===== config.mk =====
export PLATFORM = sky130hd
export DESIGN_NAME = sdram_arb
export DESIGN_NICKNAME = d
export VERILOG_FILES = /design/src/rtl/sdram_ctrl_pkg.sv /design/src/rtl/sdram_refresh_timer.sv /design/src/rtl/sdram_arb.sv
export SDC_FILE = /design/constraint.sdc
export NUM_CORES = 1
export LEC_CHECK = 0
export BUFFER_PORTS_ARGS = -buffer_cell sky130_fd_sc_hd__buf_4
export CAP_MARGIN = 0
export CORE_ASPECT_RATIO = 0.8
export CORE_MARGIN = 2
export CORE_UTILIZATION = 41
export CTS_BUF_LIST = sky130_fd_sc_hd__clkbuf_16
export DETAILED_ROUTE_END_ITERATION = 10
export GPL_TIMING_DRIVEN = 0
export PLACE_DENSITY_LB_ADDON = 0.1
export SLEW_MARGIN = 15
export SYNTH_ARGS = -nofsm -noshare
export SYNTH_HDL_FRONTEND = slang
export SYNTH_SLANG_ARGS = --single-unit

===== constraint.sdc =====
create_clock -name clk -period 2.1 [get_ports clk]
set_clock_uncertainty 0.05 [all_clocks]
set_input_delay 0 -clock clk [delete_from_list [all_inputs] [get_ports clk]]
set_output_delay 0 -clock clk [all_outputs]
set_load 0.01 [all_outputs]

===== src/rtl/sdram_ctrl_pkg.sv =====
// Shared types and defaults for the SDRAM request arbiter and its refresh timer.
// Holds the arbiter state encoding and the round-robin grant helper.
package sdram_ctrl_pkg;

   localparam int RefreshRate = 1560;

   typedef enum logic [1:0] {
      IDLE,
      ISSUE,
      WAIT_RD,
      REFRESH
   } sdram_arb_states;

   // Both valid: the requester that did not own the bus last wins; otherwise the sole one.
   function automatic logic rr_pick(input logic [1:0] valid, input logic last_owner);
      return valid[1] && (!valid[0] || !last_owner);
   endfunction

endpackage


===== src/rtl/sdram_refresh_timer.sv =====
// Free-running refresh interval timer with a pending flag, ack clear and sticky miss flag.
// expire is high in the cycle the counter sits at zero; the reload happens on that edge.
module sdram_refresh_timer
   import sdram_ctrl_pkg::*;
#(
   parameter int REFRESH_RATE = RefreshRate
) (
   input  logic clk,
   input  logic rst,
   input  logic ack,
   output logic expire,
   output logic pending,
   output logic miss
);

   localparam int CntW = (REFRESH_RATE > 2) ? $clog2(REFRESH_RATE) : 1;
   localparam logic [CntW-1:0] Reload = CntW'(REFRESH_RATE - 1);

   logic [CntW-1:0] count;

   assign expire = (count == '0);

   // NOTE: sequential state uses non-blocking assignments so every register samples pre-edge values.
   always_ff @(posedge clk or posedge rst) begin
      if (rst) begin
         count   <= Reload;
         pending <= 1'b0;
         miss    <= 1'b0;
      end else begin
         count <= expire ? Reload : count - 1'b1;
         // A new interval beats a simultaneous ack: the refresh just granted covers the old one only.
         if (expire) begin
            pending <= 1'b1;
            if (pending && !ack)
               miss <= 1'b1;
         end else if (ack) begin
            pending <= 1'b0;
         end
      end
   end

endmodule


===== src/rtl/sdram_arb.sv =====
// Two-port round-robin arbiter in front of an SDRAM controller, with periodic refresh.
// One transaction is in flight at a time; refresh is serviced only from IDLE.
module sdram_arb
   import sdram_ctrl_pkg::*;
#(
   parameter int REFRESH_RATE = RefreshRate,
   parameter int ADDR_W       = 25
) (
   input  logic                   clk,
   input  logic                   rst,
   input  logic [1:0]             req_valid,
   output logic [1:0]             req_ready,
   input  logic [1:0]             req_wr,
   input  logic [1:0][ADDR_W-1:0] req_addr,
   input  logic [1:0][15:0]       req_wdata,
   output logic [1:0]             rsp_valid,
   output logic [15:0]            rsp_data,
   output logic                   ctrl_req_valid,
   input  logic                   ctrl_req_ready,
   output logic                   ctrl_wr,
   output logic [ADDR_W-1:0]      ctrl_addr,
   output logic [15:0]            ctrl_wdata,
   input  logic                   ctrl_rd_valid,
   input  logic [15:0]            ctrl_rd_data,
   output logic                   ctrl_refresh_req,
   input  logic                   ctrl_refresh_ack,
   output logic                   refresh_miss
);

   sdram_arb_states state;
   logic            owner;
   logic            last_owner;
   logic            grant;
   logic            refresh_expire;
   logic            refresh_pending;
   logic            refresh_due;
   logic            refresh_ack;

   assign refresh_ack = ctrl_refresh_ack && (state == REFRESH);
   assign refresh_due = refresh_pending || refresh_expire;
   assign grant       = rr_pick(req_valid, last_owner);

   sdram_refresh_timer #(
      .REFRESH_RATE(REFRESH_RATE)
   ) u_refresh_timer (
      .clk     (clk),
      .rst     (rst),
      .ack     (refresh_ack),
      .expire  (refresh_expire),
      .pending (refresh_pending),
      .miss    (refresh_miss)
   );

   always_ff @(posedge clk or posedge rst) begin
      if (rst) begin
         state            <= IDLE;
         owner            <= 1'b0;
         last_owner       <= 1'b1;
         req_ready        <= '0;
         ctrl_req_valid   <= 1'b0;
         ctrl_wr          <= 1'b0;
         ctrl_addr        <= '0;
         ctrl_wdata       <= '0;
         ctrl_refresh_req <= 1'b0;
      end else begin
         req_ready <= '0;
         case (state)
            IDLE: begin
               if (refresh_due) begin
                  state            <= REFRESH;
                  ctrl_refresh_req <= 1'b1;
               end else if (|req_valid) begin
                  state          <= ISSUE;
                  owner          <= grant;
                  last_owner     <= grant;
                  req_ready      <= 2'(2'b01 << grant);
                  ctrl_req_valid <= 1'b1;
                  ctrl_wr        <= req_wr[grant];
                  ctrl_addr      <= req_addr[grant];
                  ctrl_wdata     <= req_wdata[grant];
               end
            end
            ISSUE: begin
               if (ctrl_req_ready) begin
                  ctrl_req_valid <= 1'b0;
                  state          <= ctrl_wr ? IDLE : WAIT_RD;
               end
            end
            WAIT_RD: begin
               if (ctrl_rd_valid)
                  state <= IDLE;
            end
            REFRESH: begin
               if (ctrl_refresh_ack) begin
                  ctrl_refresh_req <= 1'b0;
                  state            <= IDLE;
               end
            end
         endcase
      end
   end

   // Read data is forwarded in the same cycle the controller returns it.
   // NOTE: every always_comb output gets a default first so no latch is inferred.
   always_comb begin
      rsp_valid = '0;
      rsp_data  = '0;
      if (state == WAIT_RD && ctrl_rd_valid) begin
         rsp_valid[owner] = 1'b1;
         rsp_data         = ctrl_rd_data;
      end
   end

endmodule


Yosys cells after proc, flatten, opt, wreduce, memory -nomap -nowiden

Index checks and enable logic that the tools add are counted.

Memories kept: 0
Latch bits: 0
Register bits after elaboration: 63
Output and inout port bits: 65
Input bits: 107
RAM bits: 0
Memory bits (read-only): 0

Shift-type cells: 1
Magnitude comparators: 3
Eq/ne operators: 10
Mux-type cells: 30
Add/subtract/negate cells: 1
Bitwise gates (word level): 1
Multipliers: 0
Reduce and logical (&&, ||, !) cells: 21
Divide/modulo/power cells: 0

Operators with widths:

| operator                                                    | number |
|---|---|
| 2-to-1 mux 25 bit                                           | 2 |
| 2-to-1 mux 16 bit                                           | 3 |
| 2-to-1 mux 2 bit                                            | 10 |
| != test 2 bit (second input constant)                       | 6 |
| zero test 11 bit                                            | 1 |
| 2-to-1 mux 11 bit                                           | 1 |
| subtractor 11 x 1 -> 11 bit (second input constant)         | 1 |
| 2-to-1 mux 1 bit                                            | 10 |
| one-hot mux 2 bit (4 select lines)                          | 1 |
| AND reduction 4 bit                                         | 2 |
| AND reduction 3 bit                                         | 2 |
| nonzero test 2 bit                                          | 3 |
| logical AND 1 bit                                           | 5 |
| == test 2 bit (second input constant)                       | 2 |
| less-than comparator 1 x 2 -> 1 bit (second input constant) | 2 |
| one-hot mux 1 bit (2 select lines)                          | 2 |
| zero test 1 bit                                             | 3 |
| != test 3 bit (second input constant)                       | 1 |
| == test 2 x 1 -> 1 bit (second input constant)              | 1 |
| zero test 2 bit                                             | 1 |
| logical OR 1 bit                                            | 2 |
| AND reduction 2 bit                                         | 1 |
| OR reduction 2 bit                                          | 1 |
| << shifter 1 x 1 -> 2 bit (first input constant)            | 1 |
| other kinds (3)                                             | 3 |

Depth between registers and ports, before layout

Depth in word-level cells: 7
Mapped depth: 8
Gate-level depth less buffers: 6

Hierarchy

A second synthesis with hierarchy kept.

Cell total of the unflattened synthesis: 275
Area total of the unflattened synthesis: 3,380.7 um^2

By module, submodules not included:

| module              | area each (um^2) | cells each | times used |
|---|---|---|---|
| sdram_arb           | 2,732.6          | 213        | 1 |
| sdram_refresh_timer | 648.1            | 62         | 1 |

Worst setup path after synthesis

OpenSTA, ideal clock, no wires.

Kind: register -> register
Start point: reg u_refresh_timer.count[7]
End point: reg req_ready[0]
Buffers on the path: 2
Arrival: 1.840 ns
Slack: 0.067 ns
Cell stages (with the launch flop): 7
Setup time: 0.143 ns
Cell sequence: dfrtp_1 -> or4_4 -> or4_4 -> nand2b_2 -> buf_8 -> buf_12 -> nor2_1

Word-level cells in the longest chain between the ends: 4

Ends and longest elaborated chain:

| what                   | RTL line                  | source |
|---|---|---|
| from (decl)            | sdram_refresh_timer.sv:19 | `logic [CntW-1:0] count;` |
| from (signal assigned) | sdram_refresh_timer.sv:26 | `count <= Reload;` |
| from (signal assigned) | sdram_refresh_timer.sv:30 | `count <= expire ? Reload : count - 1'b1;` |
| zero test 11 bit       | sdram_refresh_timer.sv:21 | `assign expire = (count == '0);` |
| logical OR 1 bit       | sdram_arb.sv:40           | `assign refresh_due = refresh_pending \|\| refresh_expire;` |
| 2-to-1 mux 2 bit       | sdram_arb.sv:69           | `if (refresh_due) begin` |
| 2-to-1 mux 2 bit       | sdram_arb.sv:67           | `case (state)` |
| to (signal assigned)   | sdram_arb.sv:76           | `req_ready <= 2'(2'b01 << grant);` |
| to (decl)              | sdram_arb.sv:12           | `output logic [1:0] req_ready,` |

No other way between the ends.
A chain may end at the register's enable or synchronous reset.

Worst setup path after layout

Start point: reg u_refresh_timer.count[9]
End point: reg ctrl_wdata[4]

Word-level cells in the longest chain between the ends: 4

Ends and longest elaborated chain:

| what                                 | RTL line                  | source |
|---|---|---|
| zero test 11 bit                     | sdram_refresh_timer.sv:21 |  |
| logical OR 1 bit                     | sdram_arb.sv:40           |  |
| NOT 1 bit (no source line)           | -                         |  |
| AND reduction 3 bit (no source line) | -                         |  |
| to (signal assigned)                 | sdram_arb.sv:80           | `ctrl_wdata <= req_wdata[grant];` |
| to (decl)                            | sdram_arb.sv:22           | `output logic [15:0] ctrl_wdata,` |

No other way between the ends.

==> summary.md <==
| Metric | Value |
|---|---|
| Maximum vdd drop | `0.6767 mV` |
| Critical path's slowest cell | `or4_4` |
| Per-cell routed wire length | `15.87 um` |
| Crit start category | `flip-flop` |
| Multi-input gate area | `1554 um^2` |
| Final estimated routing congestion in global placement | `0.7083` |
| Slowest Stage Delay on Critical Path | `0.56 ns` |
| Register Area | `1585 um^2` |
| Worst reg2reg setup slack | `0.01 ns` |
| Stages on worst setup path | `6` |
| Worst relative slew slack | `50.88%` |
| CTS H-tree depth | `3` |
| Hold slack | `0.1513 ns` |
| Die W | `104.3 um` |
| Core area | `7874 um^2` |
| First-pass GRT wire length | `18.34 mm` |
| Met2 routed WL | `5.672 mm` |
| Setup crit start | `u_refresh_timer.count[9]` |
| Pwr dens | `1056 nW/um^2` |
| Synth Register Bits | `63` |
| R2R depth | `6` |
| Setup CP Type | `reg -> reg` |
| Share of layout cells above drive strength 1 | `44.03%` |
| Maximum clock path buffer count | `2` |
| Register area share after synthesis | `48.01%` |
| Antenna cell count | `0` |
| Die area | `8792 um^2` |
| Pre-CTS WS | `-0.1967 ns` |
| Port-buffer cells | `171` |
| Final setup viols | `0` |
| Root buf cell | `clkbuf_16` |
| Status | `finished, final reports clean` |
| Crit path time final | `2.090 ns` |
| Metal-1 WL | `4.197 mm` |
| Worst Setup EP | `ctrl_wdata[4]` |
| Post-Route WL | `11.01 mm` |
| Antenna Nets Post-Route | `0` |
| Total grt overflow | `0` |
| Largest net degree at the start of global routing | `47` |
| Pre-antenna DRT Iters | `4` |
| Syn nets | `415` |
| Post-synthesis instance total | `306` |
| Height of the die | `84.27 um` |
| Synth Warn # | `0` |
| Top layer reached by signal wires | `met4` |
| Worst Path Required | `2.25 ns` |
| Util after Layout | `76.24%` |
| Worst R2R Start | `u_refresh_timer.count[9]` |
| HP Class | `in -> async` |
| Critical Path AT | `2.24 ns` |
| Post-DP HPWL | `6.584 mm` |
| Cts bufs inserted | `9` |
| Initial antenna violation count | `0` |
| I/O pin count | `172` |
| Cell Chain, Critical Path | `or4_4, or4_4, nand2b_4, buf_12, buf_12, o21ai_2` |
| Slack of the critical path | `0.009546 ns` |
| Initial Utilization | `41.94%` |
| Total power | `0.006337 W` |
| CP Capture Type | `flip-flop` |
| Iteration-0 DRC Markers | `162` |
| Clk slew on worst S/H paths | `0.05 ns` |
| GRT Overall Usage | `26.38%` |
| Max Slew Vio Count | `0` |
| Mapped cell area | `3302 um^2` |
| Syn_area_per_cell | `10.79 um^2` |
| Reg-to-reg endpoint | `ctrl_wdata[4]` |
| Final hold violation count | `0` |
| Final #Nets | `690` |
| Max Freq | `478.4 MHz` |
| Tightest Pin Transition | `0.7367 ns` |
| Netlist cell types | `42` |
| Fill count | `508` |
| CTS tree | `yes` |
| RSZ-0062 raised after global routing | `yes` |
| TritonCTS Sinks | `63` |
| P_leak | `2.897 nW` |
| DRC Markers | `0` |
| Final setup TNS | `0 ns` |
| Number of global-route vias before repair | `3737` |
| Max Cap Viol | `0` |
| Cell Rows | `29` |
| Delay-heaviest family, CP | `simple AND/OR/NAND/NOR gates` |
| Vias | `3495` |
| Final period util | `99.55%` |
| Critical path buffer and inverter count | `2` |
| WL met3 | `814 um` |
| Clk Latency, worst-skew pair | `0.32 ns` |
| Crit-path max FO | `10` |
| Syn-to-layout area delta | `81.81%` |
| Via-per-instance ratio | `5.036` |
## cell usage in the layout (no fill, tap or decap), types with 2 or more instances in the layout
master,n
inv_1,9
dfrtp_1,56
and2_1,17
nor3_1,2
clkinv_1,3
a31oi_1,2
nand2b_1,2
and3_1,2
clkbuf_1,7
clkbuf_16,9
o21ai_0,47
or4_4,3
ha_1,2
o21ai_1,3
nor2_2,2
xor2_1,4
buf_4,177
mux2i_1,42
dlygate4sd3_1,89
nor2_1,11
dfstp_2,7
o21ai_2,39
xnor2_1,3
clkbuf_2,5
buf_12,5
a21oi_1,2
nand2_1,11
## worst min-delay path, stage by stage
cell,delay [ns]
dlygate4sd3_1,0.55
buf_4,0.15
inv_4,0.20
## synthesized netlist by cell type, drive strengths merged
master   count  area, um^2
a21boi       1       7.510
nor2b        1       6.260
nor3         3       15.01
and3         2       12.51
o31a         1       8.760
ha           2       25.02
nor4         2       12.51
buf         11       128.9
clkbuf      12       45.04
or2          1       6.260
nor2        13       48.80
nor3b        1       7.510
nand2       11       41.29
nand2b       3       21.27
o21a         1       7.510
a41oi        1       8.760
xnor2        3       26.28
xor2         4       35.03
a21oi        3       18.77
dfstp        7       183.9
o22ai        1       6.260
inv          7       26.28
nand3b       1       7.510
or4          3       30.03
o31ai        1       7.510
a31oi        2       12.51
o21ai       89       588.1
and2        17       106.4
a21o         1       7.510
a2bb2oi      1       8.760
nand3        1       5.000
dfrtp       56        1401
mux2i       42       420.4
o21bai       1       7.510
## cell type report
type / instances / share of cell area [%]
buffer: 22 / 3.168
clock buffer: 9 / 3.752
clock inverter: 7 / 0.4585
inverter: 7 / 0.4794
multi-input combinational: 213 / 25.89
sequential: 63 / 26.41
tap: 108 / 2.251
timing repair buffer: 265 / 37.60
## sequential cells by signal, summed over array words and instances (netlist names), 2 cells and up
| name | flops |
|---|---|
| state | 2 |
| u_refresh_timer.count | 11 |
| req_ready | 2 |
| ctrl_wdata | 16 |
| ctrl_addr | 25 |
## layer usage
metal / track usage, % / vias to the layer above
met4: 9.951 / 0
met1: 29.05 / 1682
li1: - / 1640
met5: 0 / -
met2: 46.46 / 143
met3: 10.09 / 30
## cells by family after synthesis
| kind of cell | after synthesis | share of synthesized area, % |
|---|---|---|
| AOI/OAI and AO/OA | 103 | 20.88 |
| xor gates and xnor gates | 7 | 1.857 |
| adders and majority gates | 2 | 0.7577 |
| buffers and inverters | 30 | 6.063 |
| DFF | 63 | 48.01 |
| muxes | 42 | 12.73 |
| and+or+nand+nor | 59 | 9.701 |
## timing repair
| action | CTS | global route |
|---|---|---|
| hold buffers | 89 | 0 |
| hold endpoints to repair | 102 | 0 |
| endpoints found under the setup margin | 51 | 56 |
| resized for setup | 9 | 17 |
| pin swaps | 3 | 0 |
| gates cloned | 1 | 0 |
| setup buffers | 1 | 2 |
## worst min-delay path by stage
stage                               to    startpoint  cells after the start  slack [ns]
after floorplan             last_owner  req_valid[0]                      1        0.05
after global placement      last_owner  req_valid[0]                      2        0.15
after detailed placement  ctrl_addr[3]           rst                      2       -0.08
after CTS                 ctrl_addr[6]           rst                      3        0.13
after global routing      ctrl_addr[6]           rst                      3        0.16
final                     ctrl_addr[6]           rst                      3        0.15
## power breakdown
part,internal (W),switching (W)
logic,0.00163,0.00151
clock network,0.000768,0.000480
registers,0.00169,0.000257
## per-stage QoR
stage                     area [um^2]  instances
after global placement           4721        585
after floorplan                  3302        306
after detailed placement         4751        586
after CTS                        5972        693
final                            6003        694
after global routing             6003        694
(Power assumes the default switching activity.)
